`src/rtl/input_port_fifo.sv`:
```
// Input port FIFO: an external source pushes bytes in, and the CPU pops them for IN/INM.
// Define INPUT_PORT_SYNC_EN to treat ext_valid as an asynchronous strobe with a synchronizer.
module input_port_fifo #(
    parameter int DATA_WIDTH = 8,
    parameter int DEPTH      = 4
) (
    input  logic                  clk,
    input  logic                  reset,
    input  logic [DATA_WIDTH-1:0] ext_data,
    input  logic                  ext_valid,
    output logic                  ext_ready,
    input  logic                  cpu_rd,
    output logic [DATA_WIDTH-1:0] rd_data,
    output logic                  data_avail,
    output logic                  full,
    output logic                  overflow,
    input  logic                  clr_overflow
);

    localparam int PW = $clog2(DEPTH);
    localparam int CW = $clog2(DEPTH + 1);

    logic [DATA_WIDTH-1:0] r_mem [DEPTH];
    logic [PW-1:0]         r_wrPtr;
    logic [PW-1:0]         r_rdPtr;
    logic [CW-1:0]         r_count;

    logic                  w_pushReq;
    logic [DATA_WIDTH-1:0] w_pushData;
    logic                  w_push;
    logic                  w_pop;
    logic                  w_full;
    logic                  w_empty;

`ifdef INPUT_PORT_SYNC_EN
    logic                  r_validSync1;
    logic                  r_validSync2;
    logic                  r_validSync3;
    logic [DATA_WIDTH-1:0] r_dataSync1;
    logic [DATA_WIDTH-1:0] r_dataSync2;
    logic                  r_overflow;

    // Two-flop synchronizer; the third valid flop only exists to find the rising edge.
    always_ff @(posedge clk) begin
        if (reset) begin
            r_validSync1 <= 1'b0;
            r_validSync2 <= 1'b0;
            r_validSync3 <= 1'b0;
            r_dataSync1  <= '0;
            r_dataSync2  <= '0;
        end else begin
            r_validSync1 <= ext_valid;
            r_validSync2 <= r_validSync1;
            r_validSync3 <= r_validSync2;
            r_dataSync1  <= ext_data;
            r_dataSync2  <= r_dataSync1;
        end
    end

    assign w_pushReq  = r_validSync2 && !r_validSync3;
    assign w_pushData = r_dataSync2;

    // The source ignores ext_ready here, so a capture while full is lost and flagged.
    always_ff @(posedge clk) begin
        if (reset) begin
            r_overflow <= 1'b0;
        end else if (w_pushReq && w_full) begin
            r_overflow <= 1'b1;
        end else if (clr_overflow) begin
            r_overflow <= 1'b0;
        end
    end

    assign overflow = r_overflow;
`else
    logic w_unusedClr;

    assign w_pushReq   = ext_valid;
    assign w_pushData  = ext_data;
    assign overflow    = 1'b0;
    assign w_unusedClr = clr_overflow;
`endif

    assign w_full  = (r_count == CW'(DEPTH));
    assign w_empty = (r_count == '0);
    assign w_push  = w_pushReq && !w_full;
    assign w_pop   = cpu_rd && !w_empty;

    always_ff @(posedge clk) begin
        if (reset) begin
            r_wrPtr <= '0;
            r_rdPtr <= '0;
            r_count <= '0;
        end else begin
            if (w_push) begin
                r_wrPtr <= r_wrPtr + PW'(1);
            end
            if (w_pop) begin
                r_rdPtr <= r_rdPtr + PW'(1);
            end
            case ({w_push, w_pop})
                2'b10:   r_count <= r_count + CW'(1);
                2'b01:   r_count <= r_count - CW'(1);
                default: r_count <= r_count;
            endcase
        end
    end

    // Storage needs no reset; an empty FIFO masks whatever the slots hold.
    always_ff @(posedge clk) begin
        if (w_push && !reset) begin
            r_mem[r_wrPtr] <= w_pushData;
        end
    end

    assign rd_data    = w_empty ? '0 : r_mem[r_rdPtr];
    assign data_avail = !w_empty;
    assign full       = w_full;
    assign ext_ready  = !w_full;

endmodule

```
`config.mk`:
```
export PLATFORM = sky130hd
export DESIGN_NAME = input_port_fifo
export DESIGN_NICKNAME = d
export VERILOG_FILES = /design/src/rtl/input_port_fifo.sv
export SDC_FILE = /design/constraint.sdc
export NUM_CORES = 1
export LEC_CHECK = 0
export CORE_UTILIZATION = 47
export DETAILED_ROUTE_END_ITERATION = 10
export PLACE_DENSITY = 0.69
export SYNTH_ARGS = -nofsm -noshare
export SYNTH_HDL_FRONTEND = slang
export SYNTH_SLANG_ARGS = --single-unit
```
`constraint.sdc`:
```
create_clock -name clk -period 2.07 [get_ports clk]
set_input_delay 0.414 -clock clk [delete_from_list [all_inputs] [get_ports clk]]
set_output_delay 0.414 -clock clk [all_outputs]
set_load 0.005 [all_outputs]
```
==> results.sh, run 1 <==
export IMPL_final_cell_area_um2=2230
export IMPL_ys_seq_area_share_pct=67.0
export IMPL_dpl_cell_area_um2=2130
export IMPL_synth_area_um2=1700
export IMPL_synth_cell_types=26
export IMPL_synth_nets=127
export IMPL_synth_top_cell_by_area="edfxtp_1"
export IMPL_hold_class="reg -> reg"
export IMPL_drt_total_wl_mm=3.03
export IMPL_drive_gt1_share_pct=37.4
export IMPL_synth_edf_count=32
export IMPL_crit_type="reg -> out"
export IMPL_start_util_pct=49.9
export IMPL_critPathCaptureType="output port"
export IMPL_fin_nets=173
export IMPL_die_h_um=62.2
export IMPL_crit_fanout=3
export IMPL_maxCapViolCount=0
export IMPL_port_buffers=22
export IMPL_dp_hpwl_mm=2.12
export IMPL_die_w_um=62.2
export IMPL_cts_tree="built"
export IMPL_synth_top_cell_area_share_pct=56.4
export IMPL_cts_hold_buf=0
export IMPL_synth_cells=108
export IMPL_critPathLaunchType="flop"
export IMPL_grt_max_degree=13
export IMPL_fmax_mhz=483
export IMPL_clock_power_share_pct=19.0
export IMPL_grt_pass1_wl_mm=4.93
export IMPL_area_delta_synth_final_pct=31.1
export IMPL_worst_clock_skew_ns=0.00916
export IMPL_fin_crit_ns=2.07
export IMPL_fillerInstances=268
export IMPL_ff_latch_area_um2=1150
export IMPL_comb_power_share_pct=42.0
export IMPL_viasPerCell=5.09
export IMPL_violations="setup timing"
export IMPL_place_congestion=0.721
export IMPL_swShare_pct=28.5
export IMPL_fin_cells=201
export IMPL_clk_pin_slew_ns=0.11
export IMPL_yosys_warnings=0
export IMPL_clock_sinks=41
export IMPL_avgRoutedWirePerCell_um=15.1
export IMPL_die_area_um2=3870
export IMPL_placed_cells=190
export IMPL_worstPathArrival_ns=1.66
export IMPL_numCtsBuffers=5
export IMPL_dr_pass1_iters=4
export IMPL_p_per_area_nw_per_um2=1170
export IMPL_crit_top_cell="buf_6"
export IMPL_slowest_delay_ns=0.47
export IMPL_min_period_over_period_pct=100
export IMPL_track_usage_pct=17.5
export IMPL_drv_slew=0
export IMPL_synthArstFlopShare_pct=0
export IMPL_critical_path_cell_chain="buf_6, buf_6, mux4_2, nor2b_1, buf_2"
export IMPL_gr_total_overflow=0
export IMPL_clockBufferDepth=2
export IMPL_rsz0062_at_grt="yes"
export IMPL_grt_pass1_vias=1065
export IMPL_vias=1024
export IMPL_cts_root_buf="clkbuf_4"
export IMPL_p_leak_nw=0.836
export IMPL_critPathSlowestCell="mux4_2"
export IMPL_status="complete, but fails checks"
export IMPL_rows=21
export IMPL_p_switching_uw=748
export IMPL_drc_errors=0
export IMPL_worstSkewPairLatency_ns=0.34
export IMPL_setup_violations=1
export IMPL_ant_nets=0
export IMPL_ioPinCount=25
export IMPL_seqPwrFrac_pct=39.1
export IMPL_ys_ff_latch=41
export IMPL_hold_viol=0
export IMPL_power_internal_mw=1.87
export IMPL_drtIter0Drc=35
export IMPL_diodes=0
export IMPL_critPathRequiredTime_ns=1.66
export IMPL_yosys_most_used_dff="edfxtp_1"
export IMPL_synth_avg_cell_area_um2=15.8
export IMPL_synth_area_leaders="edfxtp_1 56%, dfxtp_1 11%, mux4_2 11%, ha_1 3.7%, nor2b_1 2.9%"
export IMPL_coreArea_um2=3420
export IMPL_setup_ws_ns=-0.00174
export IMPL_ir_worst_vdd_mv=0.519
export IMPL_finish_utilization_pct=65.4
export IMPL_p_total_mw=2.62
export IMPL_htreeDepth=2
export IMPL_antenna_found_initial=0
export IMPL_multi_input_area_um2=543
[area by class of cell]
cell class	count	share of cell area, %
Tap cell	46	2.58
Clock buffer	6	1.85
Clock inverter	2	1.51
Multi-Input combinational cell	53	24.3
Sequential cell	41	51.3
Inverter	8	1.34
Timing Repair Buffer	45	17.1
[power groups by stage]
stage	logic (mW)	clock network (mW)	registers, mW
floorplan	0.524	0	1.03
global placement	0.981	0	1.03
detailed placement	1.02	0	1.03
CTS	1.10	0.516	1.02
global route	1.19	0.557	1.03
finish	1.10	0.497	1.02
[cell families (layout without fill, tap and decap cells)]
logic type,count (synthesis),in the layout,share of synthesized area (%)
adders and majority gates,6,6,4.85
DFF,41,41,67.0
AOI/OAI and AO/OA,10,10,3.60
xor gates and xnor gates,3,3,1.54
and+or+nand+nor,25,25,8.44
buffers and inverters,14,61,3.82
muxes,8,8,10.6
other,1,1,0.220
[repair_timing]
action	CTS	global route
gates resized for setup	32	9
setup buffers	3	1
pin swaps	0	4
endpoints found under the setup margin	12	9
[flip-flops by register name, indices dropped and copies added, names as in the netlist, named ones only]
register,flops
r_count,3
r_mem,32
r_rdPtr,2
r_wrPtr,2
[path summary, 6_finish.rpt]
| kind | startpoint | end | slack [ns] | cells after the start |
|---|---|---|---|---|
| setup / recovery | flop | rd_data[2] | -0.002 | 5 |
| setup reg to reg | r_count[2] | r_count[2] | 0.04 | 8 |
| hold reg to reg | r_rdPtr[1] | flop | 0.50 | 2 |
| hold / removal | r_rdPtr[1] | flop | 0.50 | 2 |
[synth_stat cells (2+ instances only)]
cell type  instances
edfxtp_1          32
dfxtp_1            9
inv_1              8
mux4_2             8
nor2b_1            8
ha_1               5
nor2_1             5
a21oi_1            4
nor3b_1            4
clkbuf_1           3
xor2_1             3
a21o_1             2
nand2_1            2
nand3_1            2
o21ai_0            2
[cells in the final DEF (no fill, tap or decap), drive strengths merged]
master / instances
a21o: 2
a21oi: 5
buf: 27
bufinv: 1
clkbuf: 10
clkdlybuf4s50: 12
clkinv: 1
conb: 1
dfxtp: 9
dlygate4sd2: 2
edfxtp: 32
fa: 1
ha: 5
inv: 8
mux4: 8
nand2: 2
nand3: 2
nor2: 5
nor2b: 8
nor3: 1
nor3b: 4
o21ai: 2
o31ai: 1
or3: 2
or3b: 1
xor2: 3
[worst max-delay path, delay by kind of cell, from the launching register on]
kind	cells	cell delay [ns]
DFF	1	0.39
and+or+nand+nor	1	0.14
buffers and inverters	3	0.32
muxes	1	0.47
[per-stage QoR]
stage          TNS (ns)  setup slack (ns)  hold WS (ns)
2_1_floorplan  -0.00743          -0.00743         0.459
3_3_place_gp     -0.216            -0.190         0.465
3_5_place_dp     -0.351            -0.297         0.480
4_1_cts          -0.438            -0.120         0.499
5_1_grt         -0.0981           -0.0621         0.527
6_report       -0.00174          -0.00174         0.500
[per-layer routing]
metal	share of wire (%)	GRT usage, %	vias up
met5	0	0	-
met4	2.2	10.5	0
met3	3.8	3.86	7
met2	52	29.7	27
met1	42	20.4	510
li1	-	-	480
Power figures use the tool's default switching activity.
==> inputs of run 2 (changes only) <==
--- a/config.mk
+++ b/config.mk
@@ -6,7 +6,9 @@
 export NUM_CORES = 1
 export LEC_CHECK = 0
 export CORE_UTILIZATION = 47
+export CTS_CLUSTER_DIAMETER = 120
 export DETAILED_ROUTE_END_ITERATION = 10
+export GPL_ROUTABILITY_DRIVEN = 0
 export PLACE_DENSITY = 0.69
 export SYNTH_ARGS = -nofsm -noshare
 export SYNTH_HDL_FRONTEND = slang
==> results of run 2 <==
The final DEF is identical to that of run 1; final timing and power are the same.
==> inputs of run 3 (changes only) <==
--- a/config.mk
+++ b/config.mk
@@ -5,11 +5,11 @@
 export SDC_FILE = /design/constraint.sdc
 export NUM_CORES = 1
 export LEC_CHECK = 0
-export CORE_UTILIZATION = 47
+export CORE_UTILIZATION = 57
 export CTS_CLUSTER_DIAMETER = 120
 export DETAILED_ROUTE_END_ITERATION = 10
 export GPL_ROUTABILITY_DRIVEN = 0
-export PLACE_DENSITY = 0.69
+export PLACE_DENSITY = 0.79
 export SYNTH_ARGS = -nofsm -noshare
 export SYNTH_HDL_FRONTEND = slang
 export SYNTH_SLANG_ARGS = --single-unit
==> constraint.sdc (replaced) <==
create_clock -name clk -period 2.7 [get_ports clk]
set_input_delay 0.54 -clock clk [delete_from_list [all_inputs] [get_ports clk]]
set_output_delay 0.54 -clock clk [all_outputs]
set_load 0.005 [all_outputs]
==> run 3 against run 2 <==
The run ends with DRC left. Wire length fell by 4.8%. Critical endpoint is now r_count[2]. Combinational power fell by 41%. Clock skew fell by 0.0038 ns. Core utilization rose by 9.0 points. Highest routed layer unchanged. Die area fell by 17%.
==> results.sh, run 3 (same netlist as run 1, synthesis figures left out) <==
export IMPL_avgRoutedWirePerCell_um=16.7
export IMPL_clock_sinks=41
export IMPL_fillerInstances=186
export IMPL_drive_gt1_share_pct=19.0
export IMPL_numCtsBuffers=5
export IMPL_ioPinCount=25
export IMPL_start_util_pct=60.7
export IMPL_fin_crit_ns=2.55
export IMPL_port_buffers=22
export IMPL_min_period_over_period_pct=94.4
export IMPL_fmax_mhz=393
export IMPL_fin_cells=173
export IMPL_hold_viol=0
export IMPL_violations="DRC"
export IMPL_htreeDepth=2
export IMPL_ff_latch_area_um2=1140
export IMPL_die_w_um=56.7
export IMPL_p_total_mw=1.85
export IMPL_drv_slew=0
export IMPL_p_leak_nw=0.742
export IMPL_setup_ws_ns=0.152
export IMPL_status="complete, but fails checks"
export IMPL_post_cts_buffers=0
export IMPL_holdWs_ns=0.534
export IMPL_area_delta_synth_final_pct=22.5
export IMPL_cts_hold_buf=0
export IMPL_drtIter0Drc=27
export IMPL_clk_pin_slew_ns=0.11
export IMPL_critPathLaunchType="flop"
export IMPL_die_area_um2=3210
export IMPL_cts_resized_gates=0
export IMPL_crit_type="reg -> reg"
export IMPL_vias=947
export IMPL_gr_total_overflow=0
export IMPL_worstSkewPairLatency_ns=0.34
export IMPL_grt_max_degree=13
export IMPL_multi_input_area_um2=498
export IMPL_viasPerCell=5.47
export IMPL_ir_worst_vdd_mv=0.527
export IMPL_cts_root_buf="clkbuf_4"
export IMPL_worstPathArrival_ns=2.83
export IMPL_track_usage_pct=21.3
export IMPL_hold_class="reg -> reg"
export IMPL_rows=19
export IMPL_die_h_um=56.7
export IMPL_drt_total_wl_mm=2.89
export IMPL_placed_cells=165
export IMPL_critPathRequiredTime_ns=2.98
export IMPL_drc_errors=7
export IMPL_setup_violations=0
export IMPL_place_ws_ns=0.0398
export IMPL_worst_clock_skew_ns=0.00533
export IMPL_critPathCaptureType="flop"
export IMPL_grt_pass1_wl_mm=4.84
export IMPL_fin_nets=160
export IMPL_regMostFlops="r_mem"
export IMPL_cts_tree="built"
export IMPL_antenna_found_initial=0
export IMPL_dp_hpwl_mm=2.02
export IMPL_grt_pass1_vias=998
export IMPL_final_cell_mix="32 x edfxtp_1, 22 x clkdlybuf4s50_1, 10 x buf_4"
export IMPL_crit_fanout=7
export IMPL_clockBufferDepth=2
export IMPL_largest_register_ff_count=32
export IMPL_rsz0062_at_grt="no"
export IMPL_maxCapViolCount=0
export IMPL_p_per_area_nw_per_um2=887
export IMPL_finalSetupTns_ns=0
export IMPL_final_common_cell="edfxtp_1"
export IMPL_ant_nets=0
export IMPL_coreArea_um2=2810
export IMPL_dr_pass1_iters=7
export IMPL_reg_top3="r_mem (32), r_count (3)"
export IMPL_diodes=0
[run 3: cell types whose count changed in the layout (fill, tap and decap cells not counted), sizes merged]
cell | previous run | this run
clkdlybuf4s50 | 12 | 22
buf | 27 | 10
clkbuf | 10 | 7
dlygate4sd2 | 2 | 0
clkinv | 1 | 0
[run 3: through the flow]
stage | area (um^2) | util [%]
after floorplan | 1700 | -
after global placement | 2000 | 71.4
after detailed placement | 2000 | 71.4
after CTS | 2090 | 74.4
after global routing | 2090 | 74.4
final | 2090 | 74.4
[run 3: final timing paths]
kind | to | startpoint | slack [ns] | depth (start not counted)
setup reg to reg | r_count[2] | r_count[2] | 0.15 | 8
setup / recovery | r_count[2] | r_count[2] | 0.15 | 8
hold reg to reg | r_count[2] | r_count[2] | 0.53 | 2
hold / removal | r_count[2] | r_count[2] | 0.53 | 2
[run 3: layer usage]
layer / share of wire [%] / track usage [%] / up-vias
met4: 2.3 / 8.57 / 0
met2: 50 / 35.0 / 27
met5: 0 / 0 / -
met1: 43 / 25.9 / 453
li1: - / - / 459
met3: 4.8 / 7.14 / 8
[run 3: where the power goes]
| part | internal, mW | switching, mW | leakage (nW) |
|---|---|---|---|
| Sequential | 0.744 | 0.0460 | 0.364 |
| Clock | 0.221 | 0.189 | 0.0455 |
| Combinational | 0.377 | 0.275 | 0.332 |
| Total | 1.34 | 0.510 | 0.742 |
[run 3: final cells by class]
cell class,instances,share of cell area (%)
Inverter,8,1.44
Tap cell,31,1.86
Multi-Input combinational cell,53,23.8
Sequential cell,41,54.6
Clock inverter,1,1.44
Clock buffer,7,2.64
Timing Repair Buffer,32,14.1
[run 3: worst max-delay path, cell delays in order, from the launching register on]
cell and delay, ns:
dfxtp_1 0.41, or3b_1 0.48, nand2_1 0.21, ha_1 0.22
inv_1 0.07, fa_1 0.38, xor2_1 0.16, or3_2 0.41
a21oi_1 0.14
